$ cat src/rtl/arc_tg_vector_pkg.sv
// rtl/arc_tg_vector_pkg.sv - shared types, CORDIC gain and arctangent table for arc_tg_vector
package arc_tg_vector_pkg;

  typedef enum logic [1:0] {IDLE, PRE, ITER, DONE} arc_tg_state_t;

  // Fractional bits carried below the x/y integer range and below the output angle LSB
  localparam int GUARD_BITS = 10;

  // 1/K for the CORDIC gain, Q1.15
  localparam logic [15:0] CORDIC_INV_GAIN = 16'd19898;

  // atan(2^-i) as a binary angle with pi == 2^31
  localparam logic [31:0] ATAN_TABLE [32] = '{
    32'd536870912, 32'd316933406, 32'd167458907, 32'd85004756,
    32'd42667331,  32'd21354465,  32'd10679838,  32'd5340245,
    32'd2670163,   32'd1335087,   32'd667544,    32'd333772,
    32'd166886,    32'd83443,     32'd41722,     32'd20861,
    32'd10430,     32'd5215,      32'd2608,      32'd1304,
    32'd652,       32'd326,       32'd163,       32'd81,
    32'd41,        32'd20,        32'd10,        32'd5,
    32'd3,         32'd1,         32'd1,         32'd0
  };

  // atan(2^-i) rescaled to a w-bit binary angle (pi == 2^(w-1)), rounded
  function automatic logic [31:0] atan_angle(input logic [4:0] i, input int unsigned w);
    logic [32:0] r;
    if (w >= 32) return ATAN_TABLE[i];
    r = {1'b0, ATAN_TABLE[i]} + (33'd1 << (31 - w));
    return 32'(r >> (32 - w));
  endfunction

endpackage

$ cat src/rtl/arc_tg_vector_cordic_micro_rotation.sv
// rtl/arc_tg_vector_cordic_micro_rotation.sv - one combinational CORDIC vectoring micro-rotation
module arc_tg_vector_cordic_micro_rotation
  import arc_tg_vector_pkg::*;
#(
  parameter int XW = 28,
  parameter int ZW = 26,
  parameter int SW = 4
) (
  input  logic signed [XW-1:0] x_i,
  input  logic signed [XW-1:0] y_i,
  input  logic        [ZW-1:0] z_i,
  input  logic        [SW-1:0] shift_i,
  output logic signed [XW-1:0] x_o,
  output logic signed [XW-1:0] y_o,
  output logic        [ZW-1:0] z_o
);

  logic signed [XW-1:0] x_sh;
  logic signed [XW-1:0] y_sh;
  logic        [ZW-1:0] atan_z;

  assign x_sh   = x_i >>> shift_i;
  assign y_sh   = y_i >>> shift_i;
  assign atan_z = ZW'(atan_angle(5'(shift_i), ZW));

  // Rotate toward y == 0; z accumulates the angle rotated away
  always_comb begin
    if (y_i[XW-1]) begin
      x_o = x_i - y_sh;
      y_o = y_i + x_sh;
      z_o = z_i - atan_z;
    end else begin
      x_o = x_i + y_sh;
      y_o = y_i - x_sh;
      z_o = z_i + atan_z;
    end
  end

endmodule

$ cat src/rtl/arc_tg_vector.sv
// rtl/arc_tg_vector.sv - iterative CORDIC atan2 engine with tagged valid/ready samples
// Optional out_mag port and gain-corrected magnitude under ARC_TG_MAGNITUDE_OUT_EN.
module arc_tg_vector
  import arc_tg_vector_pkg::*;
#(
  parameter int DATA_WIDTH = 16,
  parameter int ITERATIONS = 14,
  parameter int TAG_WIDTH  = 4
) (
  input  logic                         clk,
  input  logic                         reset_n,
  input  logic                         in_valid,
  output logic                         in_ready,
  input  logic signed [DATA_WIDTH-1:0] in_x,
  input  logic signed [DATA_WIDTH-1:0] in_y,
  input  logic        [TAG_WIDTH-1:0]  in_tag,
  output logic                         out_valid,
  input  logic                         out_ready,
  output logic signed [DATA_WIDTH-1:0] out_angle,
  output logic        [TAG_WIDTH-1:0]  out_tag
`ifdef ARC_TG_MAGNITUDE_OUT_EN
  ,
  output logic        [DATA_WIDTH-1:0] out_mag
`endif
);

  localparam int XW = DATA_WIDTH + 2 + GUARD_BITS;
  localparam int ZW = DATA_WIDTH + GUARD_BITS;
  localparam int CW = $clog2(DATA_WIDTH);

  arc_tg_state_t              state_q, state_d;
  logic signed [XW-1:0]       x_q, x_d, y_q, y_d, x_nx, y_nx;
  logic        [ZW-1:0]       z_q, z_d, z_nx;
  logic        [CW-1:0]       iter_q, iter_d;
  logic        [TAG_WIDTH-1:0] tag_q, tag_d, otag_q, otag_d;
  logic        [DATA_WIDTH-1:0] angle_q, angle_d, angle_rnd;
  logic                       zero_q, zero_d;
  logic                       run_q;
  logic                       last_iter;

  arc_tg_vector_cordic_micro_rotation #(.XW(XW), .ZW(ZW), .SW(CW)) u_rot (
    .x_i     (x_q),
    .y_i     (y_q),
    .z_i     (z_q),
    .shift_i (iter_q),
    .x_o     (x_nx),
    .y_o     (y_nx),
    .z_o     (z_nx)
  );

  assign last_iter = (state_q == ITER) && (iter_q == CW'(ITERATIONS - 1));
  assign angle_rnd = DATA_WIDTH'((z_nx + ZW'(1 << (GUARD_BITS - 1))) >> GUARD_BITS);
  assign in_ready  = run_q && (state_q == IDLE);
  assign out_valid = (state_q == DONE);
  assign out_angle = angle_q;
  assign out_tag   = otag_q;

  always_comb begin
    state_d = state_q;
    x_d     = x_q;
    y_d     = y_q;
    z_d     = z_q;
    iter_d  = iter_q;
    tag_d   = tag_q;
    zero_d  = zero_q;
    angle_d = angle_q;
    otag_d  = otag_q;
    unique case (state_q)
      IDLE: begin
        if (in_valid && in_ready) begin
          x_d     = XW'(in_x) <<< GUARD_BITS;
          y_d     = XW'(in_y) <<< GUARD_BITS;
          tag_d   = in_tag;
          state_d = PRE;
        end
      end
      PRE: begin
        // Fold the left half-plane onto the right by a pi rotation
        zero_d = (x_q == '0) && (y_q == '0);
        iter_d = '0;
        if (x_q[XW-1]) begin
          x_d = -x_q;
          y_d = -y_q;
          z_d = {1'b1, {(ZW-1){1'b0}}};
        end else begin
          z_d = '0;
        end
        state_d = ITER;
      end
      ITER: begin
        x_d    = x_nx;
        y_d    = y_nx;
        z_d    = z_nx;
        iter_d = iter_q + 1'b1;
        if (last_iter) begin
          angle_d = zero_q ? '0 : angle_rnd;
          otag_d  = tag_q;
          state_d = DONE;
        end
      end
      DONE: begin
        if (out_ready) state_d = IDLE;
      end
      default: state_d = IDLE;
    endcase
  end

  always_ff @(posedge clk) begin
    if (!reset_n) begin
      state_q <= IDLE;
      x_q     <= '0;
      y_q     <= '0;
      z_q     <= '0;
      iter_q  <= '0;
      tag_q   <= '0;
      zero_q  <= 1'b0;
      angle_q <= '0;
      otag_q  <= '0;
      run_q   <= 1'b0;
    end else begin
      state_q <= state_d;
      x_q     <= x_d;
      y_q     <= y_d;
      z_q     <= z_d;
      iter_q  <= iter_d;
      tag_q   <= tag_d;
      zero_q  <= zero_d;
      angle_q <= angle_d;
      otag_q  <= otag_d;
      run_q   <= 1'b1;
    end
  end

`ifdef ARC_TG_MAGNITUDE_OUT_EN
  localparam int PW = XW + 17;

  logic signed [PW-1:0]         mag_prod, mag_rnd;
  logic        [DATA_WIDTH-1:0] mag_sat, mag_q;

  assign mag_prod = PW'(x_nx) * PW'($signed({1'b0, CORDIC_INV_GAIN}));
  assign mag_rnd  = (mag_prod + (PW'(1) << (14 + GUARD_BITS))) >>> (15 + GUARD_BITS);

  always_comb begin
    if (mag_rnd[PW-1])                    mag_sat = '0;
    else if (|mag_rnd[PW-2:DATA_WIDTH])   mag_sat = '1;
    else                                  mag_sat = mag_rnd[DATA_WIDTH-1:0];
  end

  always_ff @(posedge clk) begin
    if (!reset_n)       mag_q <= '0;
    else if (last_iter) mag_q <= zero_q ? '0 : mag_sat;
  end

  assign out_mag = mag_q;
`endif

endmodule

$ cat config.mk
export PLATFORM = sky130hd
export DESIGN_NAME = arc_tg_vector
export DESIGN_NICKNAME = d
export VERILOG_FILES = /design/src/rtl/arc_tg_vector_pkg.sv /design/src/rtl/arc_tg_vector_cordic_micro_rotation.sv /design/src/rtl/arc_tg_vector.sv
export SDC_FILE = /design/constraint.sdc
export NUM_CORES = 1
export LEC_CHECK = 0
export BUFFER_PORTS_ARGS = -buffer_cell sky130_fd_sc_hd__buf_2
export CAP_MARGIN = 10
export CORE_MARGIN = 4
export CORE_UTILIZATION = 40
export CTS_CLUSTER_SIZE = 25
export DETAILED_ROUTE_END_ITERATION = 10
export PLACE_DENSITY = 0.56
export SYNTH_ARGS = -nofsm -noshare
export SYNTH_HDL_FRONTEND = slang
export SYNTH_HIERARCHICAL = 1
export SYNTH_SLANG_ARGS = --single-unit
$ cat constraint.sdc
create_clock -name clk -period 7.2 [get_ports clk]
set_clock_uncertainty 0.15 [all_clocks]
set_input_delay 1.08 -clock clk [delete_from_list [all_inputs] [get_ports clk]]
set_output_delay 1.08 -clock clk [all_outputs]
set_load 0.05 [all_outputs]
==> metrics.txt, run 1 <==
via density per instance 6.19; number of hold violations in the final report 0; fraction of the yosys area taken by sequential cells 0.147; number of DRC markers after the initial detailed-route iteration 1455; Setup WS pre-CTS roughly 0.65 ns; count of flip-flops with a built-in enable after synthesis 0; top_reg_cell synth sky130_fd_sc_hd__dfxtp_1; starting density of the core 0.408; max-cap viol count 0; Mapped Nets 2155; crit share post-route 0.929; sequential cell fraction of total power 0.119; # Post-CTS Setup Buffers 0; Die Y 205 um; Gates resized, CTS repair 0; Clock transition at path regs 0.06 ns; total power per unit cell area 516 mW/mm^2; final weighted congestion in routability-driven placement 0.952; antenna violation net count after detailed routing 0; TritonCTS Sinks 114; classification of the worst-slack hold path register to register; pin slew with the least headroom to its limit between 1 and 1.5 ns; TritonCTS clock tree built; worst-case setup margin in the final layout 0.512 ns; die width 205 um; die outline area about 0.042 mm^2; gr usage total 0.252; combined area of all synthesized cells 0.0155 mm^2; maximum number of pins on one net before global-route repair 78; post-route cell area approximately 0.017 mm^2; switching power as a share of total power 0.532; number of placement rows 71; startpoint types register; 1st-pass router iterations 6; area used by sequential logic in the layout 0.00230 mm^2; cell at the root of the clock tree sky130_fd_sc_hd__clkbuf_16; number of antenna cells inserted 0; result of the run complete, no violations; proportion of synthesized flip-flops having asynchronous set or reset 0; setup repair after global routing missed its margin false; total negative slack 0 ns; top-area cell type share of the netlist area 0.147; maximum root-to-sink buffer count 2; DRC errors left 0; Arr. time, crit path 6.85 ns; WL final 53800 um; crit-path max FO 65; P_sw 4.59 mW; headroom to the max-slew limit 0.273; Final nets ~2.1k; global-route wire length before repair 83700 um; combined area of the multi-input logic cells 0.0124 mm^2; final-layout fill cell count 3896; Congestion Overflow GR 0; placed wire-length estimate 40100 um; CP Class register to register; layout cells sized above 1 0.126; clk_lat worst skew 0.45 ns; number of stages on the worst hold path 2; H-tree depth reported by CTS 4; mean routed wirelength per cell ~21 um; Yosys warning count 6; number of hold buffers added after CTS 0; number of different library cells in the post-synthesis netlist ~100; dominant cell by count in the synthesized netlist sky130_fd_sc_hd__nor2_1; shortest period the worst path allows ~6.7 ns; buffers added on ports 61; Post-Synthesis Mean Instance Area 7.69 um^2; Slew Limit Fails 0; crit end category register; P_int around 4.0 mW; instance count of the mapped netlist 2012; total via count in the routed design 15.6k; total placed instance area around 0.016 mm^2; fmax 150 MHz; maximum ir drop on the vdd rail between 0.3 and 0.4 mV; vias in the first global route 14.6k; floorplan core area 0.0379 mm^2; largest area contributor in the netlist sky130_fd_sc_hd__dfxtp_1; most frequent cells after synthesis sky130_fd_sc_hd__nor2_1, sky130_fd_sc_hd__a21oi_1, sky130_fd_sc_hd__nand2_1, sky130_fd_sc_hd__o21ai_0, sky130_fd_sc_hd__dfxtp_1; ports placed on the boundary 62; antenna violations before repair 0; area delta synth->final 8.11%; cells on worst reg2reg path 22; P_leak 6.65 nW; final setup violation count 0; data required time of the worst path 7.36 ns; clock power share 0.108; fraction of power consumed by combinational cells 0.773; largest cells by area after synthesis sky130_fd_sc_hd__dfxtp_1, sky130_fd_sc_hd__ha_1, sky130_fd_sc_hd__mux4_2; number of buffers inserted during clock tree synthesis 17; post-synthesis register bit count around 110
[routing by layer]
| metal | share of wire | vias up | track usage |
|---|---|---|---|
| li1 | - | 7475 | - |
| met5 | 0 | - | 0 |
| met1 | 0.44 | 7470 | 0.325 |
| met2 | 0.46 | 559 | 0.411 |
| met4 | 0.043 | 0 | 0.109 |
| met3 | 0.059 | 117 | 0.0508 |
[path summary, 6_finish.rpt]
| check | from | endpoint | slack (ns) |
|---|---|---|---|
| worst max-delay path | iter_q[2]$_SDFFE_PN0N_ | x_q[23]$_SDFFE_PN0P_ | 0.51 |
| worst min-delay path | out_angle[5]$_SDFFE_PN0P_ | out_angle[5]$_SDFFE_PN0P_ | 0.30 |
| worst max register to register | iter_q[2]$_SDFFE_PN0N_ | x_q[23]$_SDFFE_PN0P_ | 0.51 |
| worst min register to register | out_angle[5]$_SDFFE_PN0P_ | out_angle[5]$_SDFFE_PN0P_ | 0.30 |
[final cells by class]
type                    count  area share
well taps                 511      0.0382
repair buffers             87      0.0314
clock inverters            13      0.0110
flip-flops and latches    114       0.137
clock buffers              19      0.0259
multi-input cells        1723       0.743
inverters                  58      0.0130
[placed cells by master, fill, tap and decap left out, drive strengths merged, types with 14 or more instances in the layout]
cell,synthesis,layout
o22ai,30,30
a22oi,48,48
nand3,48,48
mux4,50,50
a221o,18,18
a211oi,16,16
a31oi,33,33
ha,100,100
nand2b,17,17
xor2,71,71
a21oi,181,181
nand2,168,168
a21o,38,38
nor4,18,18
and2,17,17
o21a,18,18
xnor2,110,110
nor2,211,211
inv,57,60
dfxtp,114,114
o21ai,122,122
nand4,17,17
or3,25,25
clkbuf,67,19
nor3,61,61
mux2,29,29
mux2i,70,70
nor2b,21,21
and3,14,14
buf,50,87
[worst max-delay path, cell delays in order, from the launching register on]
cell                       delay (ns)
sky130_fd_sc_hd__dfxtp_4         0.84
sky130_fd_sc_hd__buf_12          0.34
sky130_fd_sc_hd__mux2_2          0.37
sky130_fd_sc_hd__o21ai_0         0.35
sky130_fd_sc_hd__o211ai_1        0.16
sky130_fd_sc_hd__o21ai_0         0.31
sky130_fd_sc_hd__ha_1            0.35
sky130_fd_sc_hd__o21ai_0         0.21
sky130_fd_sc_hd__a21oi_1         0.18
sky130_fd_sc_hd__nor2_1          0.07
sky130_fd_sc_hd__xnor2_1         0.37
sky130_fd_sc_hd__ha_1            0.38
sky130_fd_sc_hd__a21oi_1         0.18
sky130_fd_sc_hd__o22ai_1         0.11
sky130_fd_sc_hd__or3_1           0.31
sky130_fd_sc_hd__o21ai_0         0.36
sky130_fd_sc_hd__a211oi_1        0.20
sky130_fd_sc_hd__o21a_1          0.23
sky130_fd_sc_hd__o21a_1          0.20
sky130_fd_sc_hd__a311o_1         0.37
sky130_fd_sc_hd__a221o_1         0.32
sky130_fd_sc_hd__o21ai_0         0.07
sky130_fd_sc_hd__o22ai_1         0.09
[sequential cells by signal, summed over array words and instances (netlist names)]
signal	cells
out_tag	4
z_q	26
iter_q	4
state_q	2
zero_q	1
out_angle	16
x_q	28
y_q	28
tag_q	4
run_q	1
[power by group through the flow]
stage          Combinational, mW  Sequential [mW]  Clock, mW
6_report                    6.67             1.03      0.929
3_5_place_dp                6.59             1.04          0
2_1_floorplan               5.18            0.905          0
4_1_cts                     6.63             1.02      0.949
5_1_grt                     7.30             1.05      0.975
3_3_place_gp                6.57             1.03          0
[kinds of logic after synthesis]
logic type / Yosys count / synth area share
AO/OA/AOI/OAI: 619 / 0.260
XOR/XNOR: 181 / 0.102
adder cells (fa/ha/maj): 103 / 0.0847
buffers and inverters: 175 / 0.0502
flip-flops: 114 / 0.147
multiplexers: 149 / 0.139
AND/OR/NAND/NOR: 671 / 0.216
[metrics by stage]
stage / utilization / hold WS [ns] / power, mW / cells
final: 0.441 / 0.297 / 8.63 / 2525
after global routing: 0.441 / 0.327 / 9.32 / 2525
after CTS: 0.441 / 0.303 / 8.60 / 2525
after detailed placement: 0.425 / 0.289 / 7.63 / 2493
after global placement: 0.425 / 0.284 / 7.60 / 2493
after floorplan: - / 0.310 / 6.09 / 2012
(Power assumes the default switching activity.)
==> inputs of run 2 (changes only) <==
==> constraint.sdc (replaced) <==
create_clock -name clk -period 6.8 [get_ports clk]
set_clock_uncertainty 0.15 [all_clocks]
set_input_delay 1.02 -clock clk [delete_from_list [all_inputs] [get_ports clk]]
set_output_delay 1.02 -clock clk [all_outputs]
set_load 0.05 [all_outputs]
==> run 2 against run 1 <==
Compared with the run above:
- sequential power up 7%
- wire length rose by 1.9%
- clock-buffer cell count is 2 lower
- flip-flop and latch count is the same
- sequential share of layout area decreased by 0.093 points
- fmax rose by 6.3%
- first-iteration DRC count up 10%
- clock power grew 6.8%
- cell area increased by 0.68%
==> metrics.txt, run 2 (synthesis results as in run 1) <==
clock power share 0.108 (about the same); length of routed met2 wiring 25100 um (was 24800 um); via density per instance 6.21 (was 6.19); Die Y 205 um (unchanged); TritonCTS Sinks 114 (unchanged); vias in the first global route 14.6k (about the same); layout cells sized above 1 0.132 (was 0.126); startpoint of the worst hold path out_angle[6]$_SDFFE_PN0P_ (was out_angle[5]$_SDFFE_PN0P_); classification of the worst-slack hold path register to register (unchanged); Slew Limit Fails 0 (unchanged); CP Class register to register (unchanged); leading cell type in the layout, fill and taps excluded sky130_fd_sc_hd__nor2_1 (unchanged); number of DRC markers after the initial detailed-route iteration 1602 (was 1455); top layer in use met4 (unchanged); startpoint types register (unchanged); max-cap viol count 0 (unchanged); pin slew with the least headroom to its limit 1.10 ns (was 1.09 ns); placed wire-length estimate 40100 um (about the same); cell at the root of the clock tree sky130_fd_sc_hd__clkbuf_16 (unchanged); Arr. time, crit path 6.43 ns (was 6.85 ns); antenna violations before repair 0 (unchanged); final weighted congestion in routability-driven placement 0.969 (was 0.952); die outline area 0.0419 mm^2 (unchanged); TritonCTS clock tree built (unchanged); Metal-1 WL 25000 um (was 23600 um); final-layout fill cell count 3908 (was 3896); crit-path max FO 27 (was 65); final setup violation count 0 (unchanged); maximum root-to-sink buffer count 2 (unchanged); top library cells by usage in the layout, fill and taps aside sky130_fd_sc_hd__nor2_1, sky130_fd_sc_hd__a21oi_1, sky130_fd_sc_hd__nand2_1, sky130_fd_sc_hd__o21ai_0 (was sky130_fd_sc_hd__nor2_1, sky130_fd_sc_hd__a21oi_1, sky130_fd_sc_hd__nand2_1, sky130_fd_sc_hd__o21ai_0, sky130_fd_sc_hd__xnor2_1); sequential cell fraction of total power 0.119 (about the same); clk_lat worst skew 0.46 ns (was 0.45 ns); largest registers ranked by flip-flop count x_q: 28 flops, y_q: 28 flops, z_q: 26 flops (unchanged); worst-case setup margin in the final layout 0.509 ns (was 0.512 ns); total length of routed met3 wires 3000 um (was 3180 um); WL final 54800 um (was 53800 um); number of hold buffers added after CTS 0 (unchanged); ports placed on the boundary 62 (unchanged); starting density of the core 0.408 (unchanged); total negative slack 0 ns (unchanged); headroom to the max-slew limit 0.263 (was 0.273); data required time of the worst path 6.94 ns (was 7.36 ns); combined area of the multi-input logic cells 0.0124 mm^2 (about the same); number of hold violations in the final report 0 (unchanged); P_int 4.26 mW (was 4.04 mW); global-route wire length before repair 84700 um (was 83700 um); fmax 159 MHz (was 150 MHz); maximum number of pins on one net before global-route repair 75 (was 78); switching power as a share of total power 0.538 (was 0.532); area delta synth->final 8.84% (was 8.11%); maximum ir drop on the vdd rail 0.537 mV (was 0.347 mV); number of antenna cells inserted 0 (unchanged); die width 205 um (unchanged); fraction of power consumed by combinational cells 0.773 (about the same); P_sw 4.95 mW (was 4.59 mW); H-tree depth reported by CTS 4 (unchanged); number of buffers inserted during clock tree synthesis 17 (unchanged); gr usage total 0.255 (was 0.252); P_leak 6.72 nW (was 6.65 nW); total via count in the routed design 15.8k (was 15.6k); Clock transition at path regs 0.06 ns (about the same); mean routed wirelength per cell 21.6 um (was 21.3 um); DRC errors left 0 (unchanged); shortest period the worst path allows 6.29 ns (was 6.69 ns); total power per unit cell area 547 mW/mm^2 (was 516 mW/mm^2); 1st-pass router iterations 9 (was 6); floorplan core area 0.0379 mm^2 (unchanged); crit end category register (unchanged); worst r2r src iter_q[2]$_SDFFE_PN0N_ (unchanged); number of placement rows 71 (unchanged); Setup WS pre-CTS 0.457 ns (was 0.647 ns); buffers added on ports 61 (unchanged); antenna violation net count after detailed routing 0 (unchanged); result of the run complete, no violations (unchanged); crit share post-route 0.925 (was 0.929); timing startpoint of the critical path iter_q[2]$_SDFFE_PN0N_ (unchanged); Congestion Overflow GR 0 (unchanged); Final nets 2155 (was 2144); area used by sequential logic in the layout 0.00230 mm^2 (unchanged); setup repair after global routing missed its margin false (unchanged)
## run 2: cell types whose count changed in the layout (fill, tap and decap cells not counted), moves of 2 or more
cell and delta:
sky130_fd_sc_hd__clkbuf_1 -2, sky130_fd_sc_hd__inv_6 +4, sky130_fd_sc_hd__inv_8 +2, sky130_fd_sc_hd__buf_4 +9
## run 2: layout make-up
cell class                      instances  area share
Clock buffer                           17      0.0253
Clock inverter                         15      0.0116
Tap cell                              511      0.0380
Multi-Input combinational cell       1723       0.739
Inverter                               58      0.0129
Sequential cell                       114       0.136
Timing Repair Buffer                   98      0.0373
## run 2: per-layer routing
layer | track usage | vias up
met1 | 0.353 | 7630
li1 | - | 7507
met3 | 0.0340 | 79
met2 | 0.409 | 545
met4 | 0.0912 | 0
met5 | 0 | -
## run 2: worst max-delay path, cell delays in order (launching register included)
cell                       delay, ns
sky130_fd_sc_hd__dfxtp_4        0.59
sky130_fd_sc_hd__buf_4          0.31
sky130_fd_sc_hd__buf_4          0.26
sky130_fd_sc_hd__mux4_2         0.40
sky130_fd_sc_hd__mux2i_1        0.35
sky130_fd_sc_hd__nand4_1        0.21
sky130_fd_sc_hd__a211oi_2       0.31
sky130_fd_sc_hd__a21oi_1        0.11
sky130_fd_sc_hd__xnor2_1        0.21
sky130_fd_sc_hd__ha_1           0.35
sky130_fd_sc_hd__a21o_1         0.21
sky130_fd_sc_hd__a21o_1         0.17
sky130_fd_sc_hd__a21o_1         0.17
sky130_fd_sc_hd__a21oi_1        0.34
sky130_fd_sc_hd__o31ai_1        0.22
sky130_fd_sc_hd__nor3b_1        0.22
sky130_fd_sc_hd__o41ai_1        0.59
sky130_fd_sc_hd__o21bai_1       0.12
sky130_fd_sc_hd__a21oi_1        0.19
sky130_fd_sc_hd__xnor2_1        0.08
sky130_fd_sc_hd__a22oi_1        0.18
sky130_fd_sc_hd__nor2_1         0.07
sky130_fd_sc_hd__a21oi_1        0.15
sky130_fd_sc_hd__o221ai_1       0.13
## run 2: final timing paths
path	depth (start not counted)	end	slack [ns]
worst max-delay path	23	y_q[24]$_SDFFE_PN0P_	0.51
worst min-delay path	2	out_angle[6]$_SDFFE_PN0P_	0.29
worst max register to register	23	y_q[24]$_SDFFE_PN0P_	0.51
worst min register to register	2	out_angle[6]$_SDFFE_PN0P_	0.29
## run 2: stage by stage
stage / total power, mW / util / cell area (um^2) / std cells / hold slack [ns]
after floorplan: 6.45 / - / 15500 / 2012 / 0.310
after global placement: 8.06 / 0.427 / 16200 / 2502 / 0.281
after detailed placement: 8.09 / 0.427 / 16200 / 2502 / 0.287
after CTS: 9.14 / 0.443 / 16800 / 2534 / 0.301
after global routing: 9.92 / 0.444 / 16800 / 2536 / 0.331
final: 9.21 / 0.444 / 16800 / 2536 / 0.294
## run 2: power groups by stage
stage / clock network (mW) / logic (mW) / registers [mW]
after floorplan: 0 / 5.49 / 0.958
after global placement: 0 / 6.96 / 1.10
after detailed placement: 0 / 6.99 / 1.10
after CTS: 1.02 / 7.04 / 1.09
after global routing: 1.04 / 7.76 / 1.12
final: 0.992 / 7.12 / 1.10
## run 2: repair_timing
item                                    in CTS  in global routing
setup buffers                                0                  2
endpoints found under the setup margin       0                  9
gates resized for setup                      0                  1
